## src/rtl/lfsr_pkg.sv

```systemverilog
// Shared types, step function and maximal-length tap masks for the LFSR random source.
package lfsr_pkg;

  typedef enum logic {FILL, VALID} rng_state_e;

  // Callers zero-extend state and taps to 32 bits and truncate the result back to their width.
  function automatic logic [31:0] lfsr_next(input logic [31:0] state, input logic [31:0] taps);
    return {state[30:0], ^(state & taps)};
  endfunction

  localparam logic [2:0]  TAPS_3  = 3'b110;
  localparam logic [3:0]  TAPS_4  = 4'hC;
  localparam logic [4:0]  TAPS_5  = 5'h14;
  localparam logic [5:0]  TAPS_6  = 6'h30;
  localparam logic [6:0]  TAPS_7  = 7'h60;
  localparam logic [7:0]  TAPS_8  = 8'hB8;
  localparam logic [8:0]  TAPS_9  = 9'h110;
  localparam logic [9:0]  TAPS_10 = 10'h240;
  localparam logic [10:0] TAPS_11 = 11'h500;
  localparam logic [11:0] TAPS_12 = 12'h829;
  localparam logic [12:0] TAPS_13 = 13'h100D;
  localparam logic [13:0] TAPS_14 = 14'h2015;
  localparam logic [14:0] TAPS_15 = 15'h6000;
  localparam logic [15:0] TAPS_16 = 16'hD008;
  localparam logic [16:0] TAPS_17 = 17'h12000;
  localparam logic [17:0] TAPS_18 = 18'h20400;
  localparam logic [18:0] TAPS_19 = 19'h40023;
  localparam logic [19:0] TAPS_20 = 20'h90000;
  localparam logic [20:0] TAPS_21 = 21'h140000;
  localparam logic [21:0] TAPS_22 = 22'h300000;
  localparam logic [22:0] TAPS_23 = 23'h420000;
  localparam logic [23:0] TAPS_24 = 24'hE10000;
  localparam logic [24:0] TAPS_25 = 25'h1200000;
  localparam logic [25:0] TAPS_26 = 26'h2000023;
  localparam logic [26:0] TAPS_27 = 27'h4000013;
  localparam logic [27:0] TAPS_28 = 28'h9000000;
  localparam logic [28:0] TAPS_29 = 29'h14000000;
  localparam logic [29:0] TAPS_30 = 30'h20000029;
  localparam logic [30:0] TAPS_31 = 31'h48000000;
  localparam logic [31:0] TAPS_32 = 32'h80200003;

endpackage

```

## src/rtl/lfsr_core.sv

```systemverilog
// Fibonacci LFSR state register with seed load, enable gating and zero-lockup guard.
module lfsr_core
  import lfsr_pkg::*;
#(
  parameter int               WIDTH        = 8,
  parameter logic [WIDTH-1:0] TAPS         = WIDTH'(TAPS_8),
  parameter logic [WIDTH-1:0] SEED_DEFAULT = WIDTH'(1)
) (
  input  logic             clk,
  input  logic             reset,
  input  logic             enable,
  input  logic             load,
  input  logic [WIDTH-1:0] seed_in,
  output logic [WIDTH-1:0] state_q,
  output logic [WIDTH-1:0] step_o
);

  logic [WIDTH-1:0] state_d;

  assign step_o = WIDTH'(lfsr_next(32'(state_q), 32'(TAPS)));

  // A zero state would lock the register, so it is replaced by the default seed.
  always_comb begin
    state_d = state_q;
    if (load) begin
      state_d = seed_in;
    end else if (enable) begin
      state_d = step_o;
    end
    if (state_d == '0) begin
      state_d = SEED_DEFAULT;
    end
  end

  always_ff @(posedge clk) begin
    if (reset) begin
      state_q <= SEED_DEFAULT;
    end else begin
      state_q <= state_d;
    end
  end

endmodule

```

## src/rtl/lfsr_rng.sv

```systemverilog
// Back-pressured random source: LFSR core plus rejection-sampling range reduction to [0, RANGE-1].
module lfsr_rng
  import lfsr_pkg::*;
#(
  parameter int               WIDTH        = 8,
  parameter logic [WIDTH-1:0] TAPS         = WIDTH'(TAPS_8),
  parameter logic [WIDTH-1:0] SEED_DEFAULT = WIDTH'(1),
  parameter int               OUT_W        = 3,
  parameter int               RANGE        = 6
) (
  input  logic             clk,
  input  logic             reset,
  input  logic             enable,
  input  logic             load,
  input  logic [WIDTH-1:0] seed_in,
  input  logic             out_ready,
  output logic             out_valid,
  output logic [OUT_W-1:0] out,
  output logic [WIDTH-1:0] state_q
);

  localparam logic [OUT_W:0] RANGE_L = (OUT_W + 1)'(RANGE);

  logic [WIDTH-1:0] step;
  logic [OUT_W-1:0] cand;
  logic             cand_ok;
  logic [OUT_W-1:0] out_q;
  logic             out_valid_q;
  rng_state_e       fsm_q;

  lfsr_core #(
    .WIDTH       (WIDTH),
    .TAPS        (TAPS),
    .SEED_DEFAULT(SEED_DEFAULT)
  ) u_core (
    .clk    (clk),
    .reset  (reset),
    .enable (enable),
    .load   (load),
    .seed_in(seed_in),
    .state_q(state_q),
    .step_o (step)
  );

  // The candidate is the low bits of the state being stepped into this cycle.
  assign cand    = OUT_W'(step);
  assign cand_ok = {1'b0, cand} < RANGE_L;

  always_ff @(posedge clk) begin
    if (reset) begin
      fsm_q       <= FILL;
      out_valid_q <= 1'b0;
      out_q       <= '0;
    end else if (load) begin
      fsm_q       <= FILL;
      out_valid_q <= 1'b0;
    end else if (enable) begin
      case (fsm_q)
        FILL: begin
          if (cand_ok) begin
            out_q       <= cand;
            out_valid_q <= 1'b1;
            fsm_q       <= VALID;
          end
        end
        VALID: begin
          if (out_ready) begin
            if (cand_ok) begin
              out_q <= cand;
            end else begin
              out_valid_q <= 1'b0;
              fsm_q       <= FILL;
            end
          end
        end
        default: begin
          out_valid_q <= 1'b0;
          fsm_q       <= FILL;
        end
      endcase
    end
  end

  assign out       = out_q;
  assign out_valid = out_valid_q;

endmodule

```

## config.mk

```make
export PLATFORM = sky130hd
export DESIGN_NAME = lfsr_rng
export DESIGN_NICKNAME = d
export VERILOG_FILES = /design/src/rtl/lfsr_pkg.sv /design/src/rtl/lfsr_core.sv /design/src/rtl/lfsr_rng.sv
export SDC_FILE = /design/constraint.sdc
export NUM_CORES = 1
export LEC_CHECK = 0
export ABC_CLOCK_PERIOD_IN_PS = 1600
export BUFFER_PORTS_ARGS = -buffer_cell sky130_fd_sc_hd__buf_2
export CORE_ASPECT_RATIO = 1.25
export CORE_MARGIN = 2
export CORE_UTILIZATION = 45
export DETAILED_ROUTE_END_ITERATION = 12
export PLACE_DENSITY = 0.73
export SETUP_SLACK_MARGIN = 0.2
export SLEW_MARGIN = 20
export SYNTH_ARGS = -nofsm -noshare
export SYNTH_HDL_FRONTEND = slang
export SYNTH_HIERARCHICAL = 1
export SYNTH_SLANG_ARGS = --single-unit
```

## constraint.sdc

```tcl
create_clock -name clk -period 1.6 [get_ports clk]
set_input_delay 0.08 -clock clk [delete_from_list [all_inputs] [get_ports clk]]
set_output_delay 0.08 -clock clk [all_outputs]
set_load 0.03 [all_outputs]
```

==> flow_metrics.env, run 1 <==
export IMPL_place_area_um2=820
export IMPL_cp_top_family="simple AND/OR/NAND/NOR gates"
export IMPL_post_place_cells=112
export IMPL_die_area_um2=1920
export IMPL_final_area_um2=846
export IMPL_worstReg2RegStart="u_core/state_q[5]$_SDFF_PP0_"
export IMPL_drt_total_wl_um=1430
export IMPL_maxSlewHeadroom=0.826
export IMPL_cts_buffer_depth=2
export IMPL_combPwrFrac=0.252
export IMPL_hold_depth=3
export IMPL_whs_endpoint="u_core/state_q[6]$_SDFF_PP0_"
export IMPL_drtIter0Drc=9
export IMPL_startpoint="u_core/state_q[5]$_SDFF_PP0_"
export IMPL_leakagePower_nw=0.399
export IMPL_powerDensity_nw_per_um2=884
export IMPL_status="complete, no violations"
export IMPL_worstMarginPinSlew_ns=0.261
export IMPL_layout_setup_ws_ns=0.329
export IMPL_start_util=0.467
export IMPL_reg2reg_to="u_core/state_q[0]$_SDFF_PP1_"
export IMPL_routabilityCongestion=0.743
export IMPL_finalCritPeriodShare=0.795
export IMPL_setup_violations=0
export IMPL_p_int_uw=520
export IMPL_core_area_um2=1520
export IMPL_hold_viol_final=0
export IMPL_ir_drop_mv=0.486
export IMPL_cts_tree="done"
export IMPL_r2r_cells=4
export IMPL_slowest_stage="or3b_2"
export IMPL_clockRootBuffer="clkbuf_4"
export IMPL_portBuffers=24
export IMPL_rows=16
export IMPL_slew_violations=0
export IMPL_grt_usage=0.164
export IMPL_reg2reg_setup_slack_ns=0.33
export IMPL_cts_resized=0
export IMPL_area_growth_pct=19.0
export IMPL_pin_count=25
export IMPL_dr_pass1_iters=2
export IMPL_htreeDepth=1
export IMPL_setup_worst_path_end_class="flop"
export IMPL_crit_path_max_incr_delay_ns=0.48
export IMPL_min_from="seed_in[6]"
export IMPL_skew_ns=0.00188
export IMPL_cp_required_ns=1.80
export IMPL_cp_arrival_ns=1.47
export IMPL_start_kind="flop"
export IMPL_avgSynthCellArea_um2=9.48
export IMPL_fin_crit_ns=1.27
export IMPL_yosysWarningCount=6
export IMPL_finalSetupTns_ns=0
export IMPL_p_seq_frac=0.491
export IMPL_power_switching_uw=227
export IMPL_antennaDiodeCount=0
export IMPL_fillerInstances=155
export IMPL_die_h_um=48.4
export IMPL_clkTransAtPathRegs_ns=0.07
export IMPL_p_total_uw=748
export IMPL_dr_total_vias=624
export IMPL_path_class="flop to flop"
export IMPL_antenna_found_initial=0
export IMPL_crit_buf_inv=0
export IMPL_post_cts_setup_buffers=0
export IMPL_wl_per_cell_um=12.3
export IMPL_die_width_um=39.5
export IMPL_critPathMaxFanout=5
export IMPL_rsz0062_at_grt="no"
export IMPL_grt_max_degree=17
export IMPL_fin_hold_ws_ns=0.0689
export IMPL_cts_made_buffers=3
export IMPL_synth_net_count=88
export IMPL_max_cap_violations=0
export IMPL_cts_sinks=13
export IMPL_dp_slack_ns=0.367
export IMPL_postCtsHoldBufs=0
export IMPL_insertion_delay_ns=0.26
export IMPL_p_sw_frac=0.304
export IMPL_first_global_vias=552
export IMPL_min_path_type="input pin to flop"
export IMPL_drive_above_1_share=0.357
export IMPL_grt_pass1_wl_um=2300
export IMPL_antenna_violating_nets_post_route=0
export IMPL_final_cells=116
export IMPL_clkPwrFrac=0.257
export IMPL_nets=112
export IMPL_syn_area_um2=711
export IMPL_max_freq_mhz=787
export IMPL_grt_overflow_total=0
export IMPL_drc=0
export IMPL_post_route_util=0.556
export IMPL_synth_cells=75
export IMPL_cp_cell_sequence="or3b_2 -> a21oi_1 -> o21ai_0 -> o21ai_1"
export IMPL_viasPerCell=5.38
[metal layers]
layer | GRT usage | up-vias | share of wire
met5 | 0 | - | 0
met4 | 0.0517 | 0 | 0
met3 | 0.0275 | 0 | 0.069
met2 | 0.262 | 21 | 0.50
met1 | 0.216 | 294 | 0.43
li1 | - | 309 | -
[worst reg2reg max path: cells and delay by family (launching register included)]
family / cells / cell delay [ns]
AND/OR/NAND/NOR: 1 / 0.48
flip-flops: 1 / 0.36
AO/OA/AOI/OAI: 3 / 0.36
[how the worst max path moves through the flow]
stage	endpoint	slack, ns	depth (start not counted)
finish	u_core/state_q[0]$_SDFF_PP1_	0.33	4
global route	u_core/state_q[0]$_SDFF_PP1_	0.26	4
floorplan	u_core/state_q[0]$_SDFF_PP1_	0.33	4
detailed placement	u_core/state_q[0]$_SDFF_PP1_	0.37	5
global placement	u_core/state_q[0]$_SDFF_PP1_	0.38	4
CTS	u_core/state_q[0]$_SDFF_PP1_	0.35	4
[placed cells by master (no fill, tap or decap)]
| master | n |
|---|---|
| or3_1 | 1 |
| mux2i_1 | 10 |
| clkbuf_4 | 3 |
| nor3b_4 | 1 |
| nand2_1 | 3 |
| a21oi_1 | 4 |
| clkbuf_1 | 1 |
| mux2_2 | 2 |
| and2b_1 | 1 |
| nor2_1 | 10 |
| dfxtp_1 | 13 |
| mux2_1 | 2 |
| a21boi_2 | 1 |
| nor3_1 | 2 |
| nand2b_1 | 6 |
| xnor2_1 | 2 |
| a2111oi_2 | 1 |
| inv_2 | 1 |
| buf_2 | 24 |
| o21ai_1 | 1 |
| a311oi_1 | 1 |
| mux2_4 | 1 |
| nand4_1 | 1 |
| xor2_1 | 1 |
| or3b_2 | 1 |
| or2b_1 | 1 |
| o21ai_0 | 3 |
[area by class of cell]
cell class | instances | area (µm²) | share of cell area
clock buffers | 4 | 26.3 | 0.0311
inverters | 1 | 3.75 | 0.00444
multi-input cells | 56 | 413 | 0.488
flip-flops and latches | 13 | 260 | 0.308
well taps | 18 | 22.5 | 0.0266
repair buffers | 24 | 120 | 0.142
[sequential cells by signal (all words and copies together) (netlist names)]
signal	flops
u_core/state_q	8
out	3
out_valid	1
fsm_q	1
[power groups by stage]
stage	clock (mW)	sequential, mW	combinational, mW
after floorplan	0	0.409	0.106
after detailed placement	0	0.375	0.188
after global placement	0	0.374	0.185
after global routing	0.220	0.372	0.203
final	0.192	0.367	0.188
after CTS	0.201	0.367	0.189
Power figures use the tool's default switching activity.
==> inputs of run 2 (changes only) <==
--- a/config.mk
+++ b/config.mk
@@ -5,11 +5,11 @@
 export SDC_FILE = /design/constraint.sdc
 export NUM_CORES = 1
 export LEC_CHECK = 0
-export ABC_CLOCK_PERIOD_IN_PS = 1600
+export ABC_CLOCK_PERIOD_IN_PS = 1050
 export BUFFER_PORTS_ARGS = -buffer_cell sky130_fd_sc_hd__buf_2
 export CORE_ASPECT_RATIO = 1.25
 export CORE_MARGIN = 2
-export CORE_UTILIZATION = 45
+export CORE_UTILIZATION = 43
 export DETAILED_ROUTE_END_ITERATION = 12
 export PLACE_DENSITY = 0.73
 export SETUP_SLACK_MARGIN = 0.2
==> constraint.sdc (replaced) <==
create_clock -name clk -period 1.05 [get_ports clk]
set_input_delay 0.0525 -clock clk [delete_from_list [all_inputs] [get_ports clk]]
set_output_delay 0.0525 -clock clk [all_outputs]
set_load 0.03 [all_outputs]
==> flow_metrics.env, run 2 (synthesis gave the netlist of run 1 again) <==
export IMPL_worstMarginPinSlew_ns=0.282
export IMPL_rows=16
export IMPL_start_util=0.455
export IMPL_min_path_type="input pin to flop"
export IMPL_path_class="flop to flop"
export IMPL_ir_drop_mv=0.786
export IMPL_largest_register_ffs=8
export IMPL_nets=134
export IMPL_r2r_cells=4
export IMPL_setup_violations=9
export IMPL_fillerInstances=108
export IMPL_max_cap_violations=0
export IMPL_final_cells=138
export IMPL_cts_buffer_depth=2
export IMPL_cts_tree="done"
export IMPL_finalCritPeriodShare=1.16
export IMPL_multi_input_area_um2=470
export IMPL_fin_crit_ns=1.21
export IMPL_wl_per_cell_um=14.7
export IMPL_regArea_um2=293
export IMPL_grt_pass1_wl_um=2820
export IMPL_final_area_um2=1210
export IMPL_antennaDiodeCount=0
export IMPL_status="complete, but fails checks"
export IMPL_p_total_mw=1.39
export IMPL_postCtsHoldBufs=0
export IMPL_dp_hpwl_um=1190
export IMPL_final_common_cell="buf_6"
export IMPL_setup_worst_path_end_class="flop"
export IMPL_clockRootBuffer="clkbuf_4"
export IMPL_max_freq_mhz=823
export IMPL_post_place_cells=123
export IMPL_cts_made_buffers=3
export IMPL_drtIter0Drc=5
export IMPL_drc=0
export IMPL_wl_met1_um=802
export IMPL_dp_slack_ns=-0.111
export IMPL_violations="negative setup slack"
export IMPL_core_area_um2=1560
export IMPL_skew_ns=0.00709
export IMPL_htreeDepth=1
export IMPL_hold_depth=3
export IMPL_dr_pass1_iters=4
export IMPL_layout_setup_ws_ns=-0.164
export IMPL_grt_overflow_total=0
export IMPL_start_kind="flop"
export IMPL_cp_required_ns=1.27
export IMPL_route_met3_wl_um=81
export IMPL_place_area_um2=941
export IMPL_portBuffers=24
export IMPL_pin_count=25
export IMPL_critPathMaxFanout=4
export IMPL_die_width_um=40.4
export IMPL_insertion_delay_ns=0.28
export IMPL_fin_hold_ws_ns=0.0346
export IMPL_die_area_um2=2000
export IMPL_viasPerCell=5.13
export IMPL_drive_above_1_share=0.667
export IMPL_dr_total_vias=708
export IMPL_antenna_violating_nets_post_route=0
export IMPL_cts_sinks=13
export IMPL_rsz0062_at_grt="yes"
export IMPL_cp_arrival_ns=1.43
export IMPL_met2WireLength_um=1100
export IMPL_hold_viol_final=0
export IMPL_grt_max_degree=17
export IMPL_area_growth_pct=70.8
export IMPL_top_register="u_core/state_q"
export IMPL_clkTransAtPathRegs_ns=0.09
export IMPL_powerDensity_nw_per_um2=1150
export IMPL_drt_total_wl_um=2020
export IMPL_grt_usage=0.201
export IMPL_routabilityCongestion=0.751
export IMPL_top_layer="met4"
export IMPL_maxSlewHeadroom=0.812
export IMPL_first_global_vias=646
export IMPL_slew_violations=0
export IMPL_die_h_um=49.5
export IMPL_leakagePower_nw=0.543
export IMPL_antenna_found_initial=0
export IMPL_final_cell_mix="buf_6 (22), buf_2 (12), buf_4 (12)"
[run 2: cell types whose count changed in the layout (fill, tap and decap cells not counted), sizes merged]
| cell | change |
|---|---|
| buf | +22 |
[run 2: per-layer routing]
layer,vias up,global-route usage
li1,350,-
met1,321,0.269
met2,29,0.304
met3,8,0.0270
met4,0,0.100
met5,-,0
[run 2: final timing paths]
path                                                   start                           end  slack (ns)
worst min-delay path                              seed_in[2]  u_core/state_q[2]$_SDFF_PP0_        0.03
worst max register to register  u_core/state_q[0]$_SDFF_PP1_  u_core/state_q[0]$_SDFF_PP1_       -0.16
worst min register to register           out[2]$_SDFFE_PP0P_           out[2]$_SDFFE_PP0P_        0.49
worst max-delay path            u_core/state_q[0]$_SDFF_PP1_  u_core/state_q[0]$_SDFF_PP1_       -0.16
[run 2: final cells by class]
type                       instances  area share
timing repair buffer              46       0.328
multi-input combinational         56       0.388
clock buffer                       4      0.0216
inverter                           1     0.00309
tap                               18      0.0186
sequential                        13       0.241
[run 2: repair_timing]
item                       4_1_cts  5_1_grt
setup buffers                    5        6
setup endpoints to repair       25       24
resized for setup               25       23
pin swaps                        6        7
[run 2: worst max-delay path, stage by stage, from the launching register on]
cell and delay [ns]:
dfxtp_4 0.37, mux2_2 0.27, mux2i_2 0.23, nand4_1 0.14, o21ai_1 0.14
[run 2: power by group]
group          internal (mW)  leakage [nW]  total [mW]  switching, mW
Clock                  0.147        0.0150       0.323          0.176
Sequential             0.525         0.113       0.564         0.0387
Combinational          0.281         0.415       0.503          0.222
[run 2: metrics by stage]
step / utilization / TNS [ns]
detailed placement: 0.603 / -0.460
CTS: 0.693 / -0.479
finish: 0.777 / -0.614
floorplan: - / -0.438
global placement: 0.603 / -0.241
global route: 0.777 / -1.18
==> inputs of run 3 (changes only) <==
--- a/config.mk
+++ b/config.mk
@@ -9,12 +9,11 @@
 export BUFFER_PORTS_ARGS = -buffer_cell sky130_fd_sc_hd__buf_2
 export CORE_ASPECT_RATIO = 1.25
 export CORE_MARGIN = 2
-export CORE_UTILIZATION = 43
+export CORE_UTILIZATION = 42
 export DETAILED_ROUTE_END_ITERATION = 12
-export PLACE_DENSITY = 0.73
+export PLACE_DENSITY = 0.72
 export SETUP_SLACK_MARGIN = 0.2
 export SLEW_MARGIN = 20
 export SYNTH_ARGS = -nofsm -noshare
 export SYNTH_HDL_FRONTEND = slang
-export SYNTH_HIERARCHICAL = 1
 export SYNTH_SLANG_ARGS = --single-unit
==> flow_metrics.env, run 3 <==
export IMPL_status="complete, but fails checks"
export IMPL_violations="negative setup slack"
export IMPL_dp_hpwl_um=1070
export IMPL_async_flop_share=0
export IMPL_avgSynthCellArea_um2=9.27
export IMPL_viasPerCell=4.95
export IMPL_p_sw_frac=0.311
export IMPL_core_area_um2=1540
export IMPL_cp_required_ns=1.27
export IMPL_cp_top_family="simple AND/OR/NAND/NOR gates"
export IMPL_die_h_um=49.2
export IMPL_yosysWarningCount=0
export IMPL_post_route_util=0.736
export IMPL_rows=16
export IMPL_skew_ns=0.00682
export IMPL_drc=0
export IMPL_cts_sinks=13
export IMPL_p_seq_frac=0.412
export IMPL_final_cells=130
export IMPL_cts_buffer_depth=2
export IMPL_slew_violations=0
export IMPL_die_width_um=40.1
export IMPL_synth_cells=74
export IMPL_slowest_stage="dfxtp_2"
export IMPL_critPathMaxFanout=4
export IMPL_min_path_type="input pin to flop"
export IMPL_final_common_cell="buf_6"
export IMPL_layout_setup_ws_ns=-0.342
export IMPL_setup_worst_path_end_class="flop"
export IMPL_hold_viol_final=0
export IMPL_top_register="u_core.state_q"
export IMPL_p_total_mw=1.37
export IMPL_finalCritPeriodShare=1.33
export IMPL_drtIter0Drc=2
export IMPL_rsz0062_at_grt="yes"
export IMPL_insertion_delay_ns=0.27
export IMPL_start_kind="flop"
export IMPL_synth_edf_count=0
export IMPL_post_place_cells=117
export IMPL_synth_net_count=87
export IMPL_crit_path_max_incr_delay_ns=0.35
export IMPL_ir_drop_mv=1.30
export IMPL_synthFlopType="dfxtp_1"
export IMPL_drive_above_1_share=0.679
export IMPL_finalSetupTns_ns=-1.68
export IMPL_synth_commonest_cells="dfxtp_1 (13), mux2i_1 (11), nor2_1 (8)"
export IMPL_cts_tree="done"
export IMPL_synth_area_top_cells="dfxtp_1 (38%), mux2i_1 (16%), buf_4 (7.7%), mux2_1 (4.9%), nor2_1 (4.4%)"
export IMPL_antennaDiodeCount=0
export IMPL_grt_usage=0.207
export IMPL_crit_buf_inv=0
export IMPL_powerDensity_nw_per_um2=1200
export IMPL_leakagePower_nw=0.525
export IMPL_wl_per_cell_um=13.8
export IMPL_routabilityCongestion=0.783
export IMPL_clkPwrFrac=0.231
export IMPL_grt_max_degree=14
export IMPL_yosys_area_top_type_share=0.380
export IMPL_max_freq_mhz=719
export IMPL_largest_register_ffs=8
export IMPL_cts_made_buffers=3
export IMPL_pin_count=25
export IMPL_final_area_um2=1130
export IMPL_yosysUniqueCellTypes=22
export IMPL_ys_seq_area_frac=0.380
export IMPL_setup_violations=11
export IMPL_synth_most_common_cell="dfxtp_1"
export IMPL_clkTransAtPathRegs_ns=0.09
export IMPL_worstMarginPinSlew_ns=0.319
export IMPL_dr_pass1_iters=4
export IMPL_antenna_found_initial=0
export IMPL_synth_seq_cells=13
export IMPL_grt_pass1_wl_um=2850
export IMPL_clockRootBuffer="clkbuf_4"
export IMPL_antenna_violating_nets_post_route=0
export IMPL_fin_crit_ns=1.39
export IMPL_nets=126
export IMPL_power_switching_uw=424
export IMPL_maxSlewHeadroom=0.787
export IMPL_start_util=0.445
export IMPL_path_class="flop to flop"
export IMPL_max_cap_violations=0
export IMPL_die_area_um2=1970
export IMPL_area_growth_pct=65.5
export IMPL_combPwrFrac=0.357
export IMPL_cp_arrival_ns=1.61
export IMPL_htreeDepth=1
export IMPL_grt_overflow_total=0
export IMPL_dr_total_vias=644
export IMPL_place_area_um2=856
export IMPL_yosys_area_top_type="dfxtp_1"
export IMPL_cp_cell_sequence="mux2_4 -> mux2i_2 -> nand4_1 -> nor4_2 -> or3_1"
export IMPL_p_int_uw=942
export IMPL_final_cell_mix="buf_6 (24), buf_2 (12), dfxtp_2 (9), buf_4 (9)"
export IMPL_first_global_vias=641
export IMPL_reg2reg_setup_slack_ns=-0.34
export IMPL_portBuffers=24
export IMPL_drt_total_wl_um=1790
export IMPL_fin_hold_ws_ns=0.111
export IMPL_dp_slack_ns=-0.330
export IMPL_syn_area_um2=686
-- run 3: worst paths after layout --
| check | depth (start not counted) | startpoint | to |
|---|---|---|---|
| hold / removal | 2 | reset | out[0]$_SDFFE_PP0P_ |
| setup / recovery | 5 | u_core.state_q[1]$_SDFF_PP0_ | u_core.state_q[0]$_SDFF_PP1_ |
| hold reg to reg | 2 | out_valid$_SDFFE_PP0P_ | out_valid$_SDFFE_PP0P_ |
| setup reg to reg | 5 | u_core.state_q[1]$_SDFF_PP0_ | u_core.state_q[0]$_SDFF_PP1_ |
-- run 3: routing by layer --
layer / vias to the layer above / global-route usage / routed length (µm)
met5: - / 0 / 0
met4: 0 / 0.0517 / 14
met2: 15 / 0.333 / 955
met1: 307 / 0.272 / 767
li1: 320 / - / -
met3: 2 / 0.0411 / 55
-- run 3: timing repair --
action / 4_1_cts / 5_1_grt
gates cloned: 0 / 0
setup buffers: 7 / 2
pin swaps: 4 / 2
setup endpoints to repair: 25 / 23
resized for setup: 44 / 17
hold buffers: 0 / 0
-- run 3: power by group through the flow --
stage               Sequential, mW  Combinational (mW)  Clock [mW]
global route                 0.568               0.518       0.354
floorplan                    0.583               0.205           0
CTS                          0.558               0.440       0.319
detailed placement           0.564               0.329           0
global placement             0.563               0.324           0
finish                       0.563               0.487       0.315
-- run 3: layout make-up --
cell class                      instances  area (µm²)
Clock inverter                          1        5.00
Tap cell                               18        22.5
Clock buffer                            3        22.5
Multi-Input combinational cell         50         404
Fill cell                             101         407
Timing Repair Buffer                   45         398
Sequential cell                        13         283
-- run 3: cells by family after synthesis --
| kind of cell | after synthesis | synth area share |
|---|---|---|
| multiplexers | 15 | 0.226 |
| flip-flops | 13 | 0.380 |
| AND/OR/NAND/NOR | 24 | 0.184 |
| buffers and inverters | 11 | 0.113 |
| AO/OA/AOI/OAI | 8 | 0.0584 |
| XOR/XNOR | 3 | 0.0383 |
